[config.mk]
export PLATFORM = sky130hd
export DESIGN_NAME = uart_rx_fifo
export DESIGN_NICKNAME = d
export VERILOG_FILES = /design/src/rtl/uart_pkg.sv /design/src/rtl/uart_rx_buf.sv /design/src/rtl/uart_rx_fifo.sv
export SDC_FILE = /design/constraint.sdc
export NUM_CORES = 1
export LEC_CHECK = 0
export BUFFER_PORTS_ARGS = -buffer_cell sky130_fd_sc_hd__buf_2
export CORE_UTILIZATION = 61
export DETAILED_ROUTE_END_ITERATION = 12
export PLACE_DENSITY = 0.79
export SLEW_MARGIN = 10
export SYNTH_ARGS = -nofsm -noshare
export SYNTH_HDL_FRONTEND = slang
export SYNTH_SLANG_ARGS = --single-unit
[constraint.sdc]
create_clock -name clk -period 2.7 [get_ports clk]
set_input_delay 0 -clock clk [delete_from_list [all_inputs] [get_ports clk]]
set_output_delay 0 -clock clk [all_outputs]
set_load 0.005 [all_outputs]
[src/rtl/uart_pkg.sv]
// uart_pkg
// Shared definitions for the UART receive path.
//   uart_state_t : receiver FSM state encoding
//   LINE_IDLE    : level of the serial line when no frame is in flight
package uart_pkg;

    typedef enum logic [2:0] {
        ST_IDLE      = 3'd0,
        ST_START     = 3'd1,
        ST_DATA      = 3'd2,
        ST_PARITY    = 3'd3,
        ST_STOP      = 3'd4,
        ST_WAIT_IDLE = 3'd5
    } uart_state_t;

    localparam logic LINE_IDLE = 1'b1;

endpackage

[src/rtl/uart_rx_buf.sv]
// uart_rx_buf
// Small circular buffer for received words with a registered head output.
// Parameters:
//   WIDTH : word width
//   DEPTH : number of entries (power of 2, >= 2)
// Ports:
//   clk    : clock
//   reset_ : synchronous active-low reset (empties buffer, clears dout)
//   push   : write din (ignored when full unless pop happens in the same clk)
//   din    : word to write
//   pop    : remove head entry (ignored when empty)
//   dout   : head entry, holds its last value while the buffer is empty
//   full   : all entries occupied
//   empty  : no entries occupied
module uart_rx_buf #(
    parameter int WIDTH = 8,
    parameter int DEPTH = 4
) (
    input  logic             clk,
    input  logic             reset_,
    input  logic             push,
    input  logic [WIDTH-1:0] din,
    input  logic             pop,
    output logic [WIDTH-1:0] dout,
    output logic             full,
    output logic             empty
);

    localparam int PTR_W = $clog2(DEPTH);
    localparam int CNT_W = $clog2(DEPTH) + 1;

    logic [WIDTH-1:0] mem [DEPTH];
    logic [PTR_W-1:0] wr_ptr;
    logic [PTR_W-1:0] rd_ptr;
    logic [CNT_W-1:0] count;
    logic [CNT_W-1:0] count_n;
    logic [WIDTH-1:0] head_n;
    logic             do_push;
    logic             do_pop;

    assign empty = (count == '0);
    assign full  = (count == CNT_W'(DEPTH));

    // A push into a full buffer is accepted only when an entry leaves in the same clk.
    assign do_pop  = pop && !empty;
    assign do_push = push && (!full || do_pop);

    always_comb begin
        count_n = count;
        if (do_push && !do_pop) begin
            count_n = count + 1'b1;
        end else if (do_pop && !do_push) begin
            count_n = count - 1'b1;
        end
    end

    // The head register must already show the new front entry after the update,
    // including the case where that entry is the word being written this clk.
    always_comb begin
        head_n = dout;
        if (count_n != '0) begin
            if (do_pop) begin
                if (count == CNT_W'(1)) begin
                    head_n = din;
                end else begin
                    head_n = mem[PTR_W'(rd_ptr + 1'b1)];
                end
            end else if (count == '0) begin
                head_n = din;
            end
        end
    end

    always_ff @(posedge clk) begin
        if (do_push) begin
            mem[wr_ptr] <= din;
        end
    end

    // Pointers wrap naturally because DEPTH is a power of 2.
    always_ff @(posedge clk) begin
        if (!reset_) begin
            wr_ptr <= '0;
            rd_ptr <= '0;
            count  <= '0;
            dout   <= '0;
        end else begin
            if (do_push) begin
                wr_ptr <= PTR_W'(wr_ptr + 1'b1);
            end
            if (do_pop) begin
                rd_ptr <= PTR_W'(rd_ptr + 1'b1);
            end
            count <= count_n;
            dout  <= head_n;
        end
    end

endmodule

[src/rtl/uart_rx_fifo.sv]
// uart_rx_fifo
// UART receiver with oversampled bit recovery and a received-word buffer.
// Optional feature: define UART_RX_PARITY_EN to check one even-parity bit
// after the data bits; without it the frame goes straight from data to stop.
// Parameters:
//   DATA_BITS  : data bits per frame (5..9)
//   OVERSAMPLE : sample ticks per bit (even, >= 4)
//   CLK_DIV    : clk cycles per sample tick (>= 1)
//   STOP_BITS  : stop bits checked per frame (1 or 2)
//   FIFO_DEPTH : received-word buffer depth (power of 2, >= 2)
// Ports:
//   clk            : single clock
//   reset_         : synchronous active-low reset
//   serial_in      : asynchronous serial line, idle high
//   host_not_ready : host back-pressure, blocks pops while high
//   rx_datareg     : head-of-buffer word
//   rx_handshake   : buffer not empty (rx_datareg valid)
//   error1         : framing/parity error pulse
//   error2         : overrun pulse (word dropped, buffer full)
module uart_rx_fifo
    import uart_pkg::*;
#(
    parameter int DATA_BITS  = 8,
    parameter int OVERSAMPLE = 8,
    parameter int CLK_DIV    = 4,
    parameter int STOP_BITS  = 1,
    parameter int FIFO_DEPTH = 4
) (
    input  logic                 clk,
    input  logic                 reset_,
    input  logic                 serial_in,
    input  logic                 host_not_ready,
    output logic [DATA_BITS-1:0] rx_datareg,
    output logic                 rx_handshake,
    output logic                 error1,
    output logic                 error2
);

    localparam int DIV_W = (CLK_DIV > 1) ? $clog2(CLK_DIV) : 1;
    localparam int OS_W  = $clog2(OVERSAMPLE);
    localparam int BIT_W = $clog2(DATA_BITS + 1);

    localparam logic [DIV_W-1:0] DIV_LAST = DIV_W'(CLK_DIV - 1);
    localparam logic [OS_W-1:0]  OS_LAST  = OS_W'(OVERSAMPLE - 1);
    localparam logic [OS_W-1:0]  OS_HALF  = OS_W'(OVERSAMPLE / 2 - 1);
    localparam logic [BIT_W-1:0] BIT_LAST = BIT_W'(DATA_BITS - 1);
    localparam logic [BIT_W-1:0] STP_LAST = BIT_W'(STOP_BITS - 1);

    logic sync1;
    logic sync2;
    logic rx_prev;
    logic rx_s;
    logic start_edge;

    logic [DIV_W-1:0] div_cnt;
    logic             tick;

    uart_state_t          state,      state_n;
    logic [OS_W-1:0]      os_cnt,     os_n;
    logic [BIT_W-1:0]     bit_cnt,    bit_n;
    logic [DATA_BITS-1:0] shift_r,    shift_n;
    logic                 frame_bad,  frame_bad_n;
    logic                 stop_bad,   stop_bad_n;
    logic                 push_req;
    logic                 err1_req;

    logic push_q;
    logic pop;
    logic buf_full;
    logic buf_empty;

    assign rx_s = sync2;

    // rx_prev is one clk older than rx_s so a high->low step of the
    // synchronized line can be seen as a start edge.
    always_ff @(posedge clk) begin
        if (!reset_) begin
            sync1   <= LINE_IDLE;
            sync2   <= LINE_IDLE;
            rx_prev <= LINE_IDLE;
        end else begin
            sync1   <= serial_in;
            sync2   <= sync1;
            rx_prev <= sync2;
        end
    end

    assign start_edge = (state == ST_IDLE) && (rx_prev == LINE_IDLE) && (rx_s != LINE_IDLE);

    // Restarting the divider on the start edge aligns every later tick to the
    // frame, so tick OVERSAMPLE/2 lands in the middle of the start bit.
    always_ff @(posedge clk) begin
        if (!reset_) begin
            div_cnt <= '0;
        end else if (start_edge || div_cnt == DIV_LAST) begin
            div_cnt <= '0;
        end else begin
            div_cnt <= div_cnt + 1'b1;
        end
    end

    assign tick = (div_cnt == DIV_LAST) && !start_edge;

    always_ff @(posedge clk) begin
        if (!reset_) begin
            state     <= ST_IDLE;
            os_cnt    <= '0;
            bit_cnt   <= '0;
            shift_r   <= '0;
            frame_bad <= 1'b0;
            stop_bad  <= 1'b0;
            push_q    <= 1'b0;
            error1    <= 1'b0;
        end else begin
            state     <= state_n;
            os_cnt    <= os_n;
            bit_cnt   <= bit_n;
            shift_r   <= shift_n;
            frame_bad <= frame_bad_n;
            stop_bad  <= stop_bad_n;
            push_q    <= push_req;
            error1    <= err1_req;
        end
    end

    // os_cnt counts ticks inside the current bit; bit_cnt counts data bits,
    // then is reused to count stop bits.
    always_comb begin
        state_n     = state;
        os_n        = os_cnt;
        bit_n       = bit_cnt;
        shift_n     = shift_r;
        frame_bad_n = frame_bad;
        stop_bad_n  = stop_bad;
        push_req    = 1'b0;
        err1_req    = 1'b0;

        case (state)
            ST_IDLE: begin
                if (start_edge) begin
                    state_n     = ST_START;
                    os_n        = '0;
                    bit_n       = '0;
                    frame_bad_n = 1'b0;
                    stop_bad_n  = 1'b0;
                end
            end

            ST_START: begin
                if (tick) begin
                    if (os_cnt == OS_HALF) begin
                        os_n  = '0;
                        bit_n = '0;
                        if (rx_s == LINE_IDLE) begin
                            state_n = ST_IDLE;
                        end else begin
                            state_n = ST_DATA;
                        end
                    end else begin
                        os_n = os_cnt + 1'b1;
                    end
                end
            end

            ST_DATA: begin
                if (tick) begin
                    if (os_cnt == OS_LAST) begin
                        os_n    = '0;
                        shift_n = {rx_s, shift_r[DATA_BITS-1:1]};
                        if (bit_cnt == BIT_LAST) begin
                            bit_n = '0;
`ifdef UART_RX_PARITY_EN
                            state_n = ST_PARITY;
`else
                            state_n = ST_STOP;
`endif
                        end else begin
                            bit_n = bit_cnt + 1'b1;
                        end
                    end else begin
                        os_n = os_cnt + 1'b1;
                    end
                end
            end

`ifdef UART_RX_PARITY_EN
            ST_PARITY: begin
                if (tick) begin
                    if (os_cnt == OS_LAST) begin
                        os_n    = '0;
                        state_n = ST_STOP;
                        if (rx_s != ^shift_r) begin
                            err1_req    = 1'b1;
                            frame_bad_n = 1'b1;
                        end
                    end else begin
                        os_n = os_cnt + 1'b1;
                    end
                end
            end
`endif

            ST_STOP: begin
                if (tick) begin
                    if (os_cnt == OS_LAST) begin
                        os_n = '0;
                        if (bit_cnt == STP_LAST) begin
                            bit_n = '0;
                            if (stop_bad || rx_s != LINE_IDLE) begin
                                err1_req = 1'b1;
                                state_n  = ST_WAIT_IDLE;
                            end else begin
                                push_req = !frame_bad;
                                state_n  = ST_IDLE;
                            end
                        end else begin
                            bit_n      = bit_cnt + 1'b1;
                            stop_bad_n = stop_bad || (rx_s != LINE_IDLE);
                        end
                    end else begin
                        os_n = os_cnt + 1'b1;
                    end
                end
            end

            // A held-low line (break) must not look like a stream of new frames.
            ST_WAIT_IDLE: begin
                if (rx_s == LINE_IDLE) begin
                    state_n = ST_IDLE;
                end
            end

            default: begin
                state_n = ST_IDLE;
            end
        endcase
    end

    assign rx_handshake = !buf_empty;
    assign pop          = rx_handshake && !host_not_ready;

    // The buffer drops a push when full without a pop; flag it here.
    always_ff @(posedge clk) begin
        if (!reset_) begin
            error2 <= 1'b0;
        end else begin
            error2 <= push_q && buf_full && !pop;
        end
    end

    uart_rx_buf #(
        .WIDTH (DATA_BITS),
        .DEPTH (FIFO_DEPTH)
    ) u_buf (
        .clk    (clk),
        .reset_ (reset_),
        .push   (push_q),
        .din    (shift_r),
        .pop    (pop),
        .dout   (rx_datareg),
        .full   (buf_full),
        .empty  (buf_empty)
    );

endmodule

# Word level (Yosys, flattened, before mapping)
# Memories as Yosys holds them, arrays and structs flattened.
# Cells that the tools add are included.
[totals]
reg_bits = 42
latch_bits = 0
ramBits = 32
romBits = 0
input_bits = 4
output_inout_bits = 11
wordCells = 132
n_memories = 1
[op_classes]
n_addsub = 7
multipliers = 0
n_div = 0
n_lt_le_gt_ge = 0
eq_ne = 22
shifts = 0
mux = 42
bitwise_logic = 6
n_reduce_logical = 38
[memory_table]
columns = ["name", "words", "word_bits", "rd", "rd_ports_with_merged_regs", "wr", "line_no", "source"]
rows = [
  ["u_buf.mem", 4, 8, 1, 0, 1, "uart_rx_buf.sv:32", "logic [WIDTH-1:0] mem [DEPTH];"],
]
[op_table]
columns = ["op", "n"]
rows = [
  ["2-to-1 mux 3 bit", 18],
  ["2-to-1 mux 4 bit", 9],
  ["2-to-1 mux 8 bit", 3],
  ["inequality test 2 bit (second input constant)", 11],
  ["one-hot mux 4 bit (4 select lines)", 1],
  ["one-hot mux 3 bit (5 select lines)", 1],
  ["== test 3 bit (second input constant)", 4],
  ["logical AND 1 bit", 10],
  ["AND reduction 10 bit", 1],
  ["AND reduction 5 bit", 2],
  ["one-hot mux 3 bit (3 select lines)", 1],
  ["AND reduction 8 bit", 1],
  ["zero test 1 bit", 7],
  ["2-to-1 mux 1 bit", 7],
  ["adder 2 x 1 -> 2 bit (second input constant)", 3],
  ["adder 3 x 1 -> 3 bit (second input constant)", 2],
  ["== test 3 x 1 -> 1 bit (second input constant)", 2],
  ["== test 3 x 2 -> 1 bit (second input constant)", 2],
  ["zero test 3 bit", 2],
  ["NOT 1 bit", 6],
  ["nonzero test 3 bit", 2],
  ["OR reduction 6 bit", 1],
  ["adder 4 x 1 -> 4 bit (second input constant)", 1],
  ["== test 4 x 3 -> 1 bit (second input constant)", 1],
  ["other kinds (13)", 17],
]

# Depth between registers and ports, before layout
[logic_depth]
word_depth = 12
depth_mapped = 10
ltp_nobuf = 8

# By module
# From an unflattened synthesis, not the netlist that was laid out.
[unflattened]
cells_unflattened = 299
area_unflattened_um2 = 3539.6
[by_module_without_submodules]
columns = ["module", "n_inst", "cells_each", "area_per_inst_um2", "seq_area_each_um2"]
rows = [
  ["uart_rx_buf", 1, 153, 2160.8, 1261.2],
  ["uart_rx_fifo", 1, 146, 1378.8, 540.5],
]

# Worst setup path after synthesis
# No wires, ideal clock.
[synth_path]
kind = "register -> register"
start = "register u_buf.count[1]"
end = "register u_buf.dout[3]"
arrival_ns = 1.861
setup_slack_ns = 0.701
stages_incl_launch_ff = 11
synth_period_minus_slack_ns = 1.999
cell_sequence = "dfxtp_1 inv_1 ha_1 buf_2 nor2_1 a221oi_1 xnor2_1 o2111ai_2 buf_6 a21oi_1 a311oi_1"
[synth_via]
elab_chain_cells = 12
elab_cells_between_ends = 22
cone_classes = "2 x add/sub; 2 x eq/ne; 4 x mux; 14 x reduce/logical"
[synth_lines]
columns = ["element", "line_no", "source"]
rows = [
  ["start: declaration", "uart_rx_buf.sv:35", "logic [CNT_W-1:0] count;"],
  ["start signal: assignment", "uart_rx_buf.sv:94", "count <= count_n;"],
  ["zero test 3 bit", "uart_rx_buf.sv:41, uart_rx_buf.sv:68", ""],
  ["zero test 1 bit", "uart_rx_buf.sv:45, uart_rx_fifo.sv:239", ""],
  ["logical AND 1 bit", "uart_rx_fifo.sv:240", "assign pop = rx_handshake && !host_not_ready;"],
  ["logical AND 1 bit", "uart_rx_buf.sv:45", "assign do_pop = pop && !empty;"],
  ["logical OR 1 bit", "uart_rx_buf.sv:46", "assign do_push = push && (!full || do_pop);"],
  ["logical AND 1 bit", "uart_rx_buf.sv:46", ""],
  ["zero test 1 bit", "uart_rx_buf.sv:52", "end else if (do_pop && !do_push) begin"],
  ["logical AND 1 bit", "uart_rx_buf.sv:52", ""],
  ["2-to-1 mux 3 bit", "uart_rx_buf.sv:52", ""],
  ["2-to-1 mux 3 bit", "uart_rx_buf.sv:50", "if (do_push && !do_pop) begin"],
  ["nonzero test 3 bit", "uart_rx_buf.sv:61", "if (count_n != '0) begin"],
  ["AND reduction 2 bit (no source line)", "n/a", ""],
  ["end signal: assignment", "uart_rx_buf.sv:95", "dout <= head_n;"],
  ["end: declaration", "uart_rx_buf.sv:24", "output logic [WIDTH-1:0] dout,"],
]
# Several ways; a longest one is shown, not always the timed one.
# A chain may end at the register's enable or synchronous reset.

# Worst setup path after layout
[layout_path]
start = "register u_buf.count[1]"
end = "register u_buf.dout[5]"
# Same word-level chain as after synthesis.

==> qor.txt <==
Synth unique cells: 48
Count leader, synth: dfxtp_1
Max Root-Sink Buffers: 2
Worst Path Arrival: 2.65 ns
Top area cells in the synthesized netlist: edfxtp_1 29%, dfxtp_1 25%, ha_1 5.6%, mux4_2 5.4%, mux2i_1 5.1%
Clock Root Buffer: clkbuf_8
Mapped Cells: 294
DR vias/cell: 5.94
Slew Limit Fails: 0
Top cell type's share of synthesized area: 0.286
I/O pin cnt: 15
Crit end category: flip-flop
Startpoint Class: flip-flop
Final Non-Filler Cells: 383
Pin count of the biggest net entering global routing: 21
Mapped Nets: 313
Routed WL: 6360 um
Total Power: 3.11 mW
Worst path max stage delay: 0.42 ns
Drt drc: 0
Sequential share of the synthesized area: 0.535
Area grow syn2layout: 10.0%
Avg WL per Cell: 16.6 um
EDFF count, synth: 32
Dpl ws: 0.282 ns
Hold Slack: 0.0884 ns
Status: complete, no violations
Least-Margin Pin Slew: 0.647 ns
Vias in the first global route: 2,259
Port Buf Inserts: 14
Layout cell share with drive strength beyond 1: 0.141
Final worst setup slack: 0.255 ns
ANT nets after route: 0
Pleak: 1.32 nW
Core area: 5200 um^2
Reg2reg start: u_buf.count[1]
# nets final: 327
Area of the mapped netlist: 3370 um^2
Critical path origin: u_buf.count[1]
# Max-Cap Violations: 0
Prevailing post-synth register cell: dfxtp_1
Kind of cell adding the most delay to the critical path: compound AO/OA/AOI/OAI gates
ANT cells: 0
Post-Place Cells: 364
Power Dens Cells: 840 nW/um^2
Clock transition at path regs: 0.08 ns
Commonest cells post-synth: 42 x dfxtp_1, 34 x nor2_1, 32 x edfxtp_1
Setup violations, final: 0
Synth Register Bits: 74
Fmax achieved: 409 MHz
Yosys warning count: 0
DP HPWL: 4150 um
Final Critical Period: 2.45 ns
Critical path buffers and inverters: 1
Clk_skew: 0.00859 ns
Cell accounting for the most synthesized area: edfxtp_1
Starting DRT DRC Count: 135
Hold Crit Class: in2reg
Async SR Flop Fraction: 0
Crit path max fanout: 16
DIE AREA: 5820 um^2
Gp weighted congestion: 0.842
Worst hold path startpoint: host_not_ready
CTS sink count: 74
H-tree levels: 3
Global route overflow: 0
TritonCTS clock tree: done
RSZ-0062 raised after global routing: no
Die H: 76.3 um
Slowest cell on crit path: a221oi_1
FP Rows: 26
Total GRT Usage: 0.238
First-pass GRT wire length: 10,600 um
Fin. Hold Viols: 0
VDD IR max: 0.599 mV
Setup TNS: 0 ns
Initial core utilization: 0.647
Crit Path Category: reg2reg
Die width: 76.3 um
Slew HR: 0.568
Total CTS buffers: 9
Mean Syn Cell Area: 11.4 um^2
Initial antenna violation count: 0
Via count: 2,274
Crit share post-route: 0.906
CP required: 2.90 ns
Crit-path cells: inv_1, ha_1, nor2_1, a221oi_1, xnor2_1, o2111ai_4, a21oi_1, a311oi_1
Worst skew pair latency: 0.34 ns
Drt pass-1 iters: 4
-- worst paths after layout --
check        slack, ns  cells past startpoint              to
max reg2reg       0.25                      8   u_buf.dout[5]
min               0.09                      3  u_buf.count[2]
min reg2reg       0.42                      1            rx_s
max               0.25                      8   u_buf.dout[5]
-- final cells by class --
class                           count  area (um^2)
Sequential cell                    74         1800
Fill cell                         391         1500
Multi-Input combinational cell    192         1440
Clock buffer                       12          178
Timing Repair Buffer               19          115
Tap cell                           70         87.6
Inverter                           12         45.0
Clock inverter                      4         31.3
-- metal layers --
metal  wire (um)  global-route usage  part of all wire  up-vias
met4         189               0.131             0.030        0
met1        2940               0.316              0.46     1094
li1            -                   -                 -     1097
met2        2980               0.364              0.47       65
met5           0                   0                 0        -
met3         250              0.0539             0.039       18
-- registers in the layout, indices dropped and copies added (netlist names) --
| register | count |
|---|---|
| div_cnt | 2 |
| stop_bad | 1 |
| os_cnt | 3 |
| error2 | 1 |
| u_buf.dout | 8 |
| u_buf.mem | 32 |
| rx_s | 1 |
| u_buf.count | 3 |
| u_buf.rd_ptr | 2 |
| bit_cnt | 4 |
| state | 3 |
| rx_prev | 1 |
| shift_r | 8 |
| error1 | 1 |
| u_buf.wr_ptr | 2 |
| sync1 | 1 |
| push_q | 1 |
-- metrics by stage --
stage               instance area (um^2)   util
detailed placement                  3450  0.663
global placement                    3450  0.663
floorplan                           3370      -
finish                              3700  0.711
global route                        3700  0.711
CTS                                 3690  0.709
-- cells in the final DEF (no fill, tap or decap), types with 7 or more instances in the layout --
| cell type | Yosys | final |
|---|---|---|
| nand2_1 | 16 | 16 |
| nand2b_1 | 8 | 8 |
| buf_2 | 6 | 14 |
| mux2i_1 | 17 | 17 |
| inv_1 | 11 | 11 |
| a21oi_1 | 21 | 21 |
| a311oi_1 | 8 | 8 |
| clkbuf_8 | 0 | 9 |
| nor2_1 | 34 | 34 |
| mux4_2 | 8 | 8 |
| nor2b_1 | 7 | 7 |
| dfxtp_1 | 42 | 42 |
| ha_1 | 15 | 15 |
| edfxtp_1 | 32 | 32 |
| o21ai_0 | 8 | 8 |
-- power breakdown --
group | switching, mW | internal [mW] | leakage [nW] | total (mW)
clock network | 0.410 | 0.450 | 0.103 | 0.860
logic | 0.491 | 0.400 | 0.574 | 0.891
registers | 0.117 | 1.24 | 0.638 | 1.36
-- kinds of logic after synthesis --
kind of cell             share of synthesized area
AO/OA/AOI/OAI                                0.110
flip-flops                                   0.535
AND/OR/NAND/NOR                              0.140
multiplexers                                 0.104
buffers and inverters                       0.0390
adder cells (fa/ha/maj)                     0.0558
XOR/XNOR                                    0.0156
-- worst register-to-register path, cell delays in order, from the launching register on --
cell and delay (ns):
dfxtp_1 0.36, inv_1 0.16, ha_1 0.37, nor2_1 0.13, a221oi_1 0.42, xnor2_1 0.25
o2111ai_4 0.32, a21oi_1 0.23, a311oi_1 0.07
-- what timing repair did --
| action | in CTS | in global routing |
|---|---|---|
| resized for setup | 0 | 1 |
| hold buffers | 3 | 0 |
| endpoints found under the setup margin | 0 | 8 |
| endpoints found under the hold margin | 4 | 0 |
| setup buffers | 0 | 0 |
Note: power is estimated with default switching activity, not from simulation.
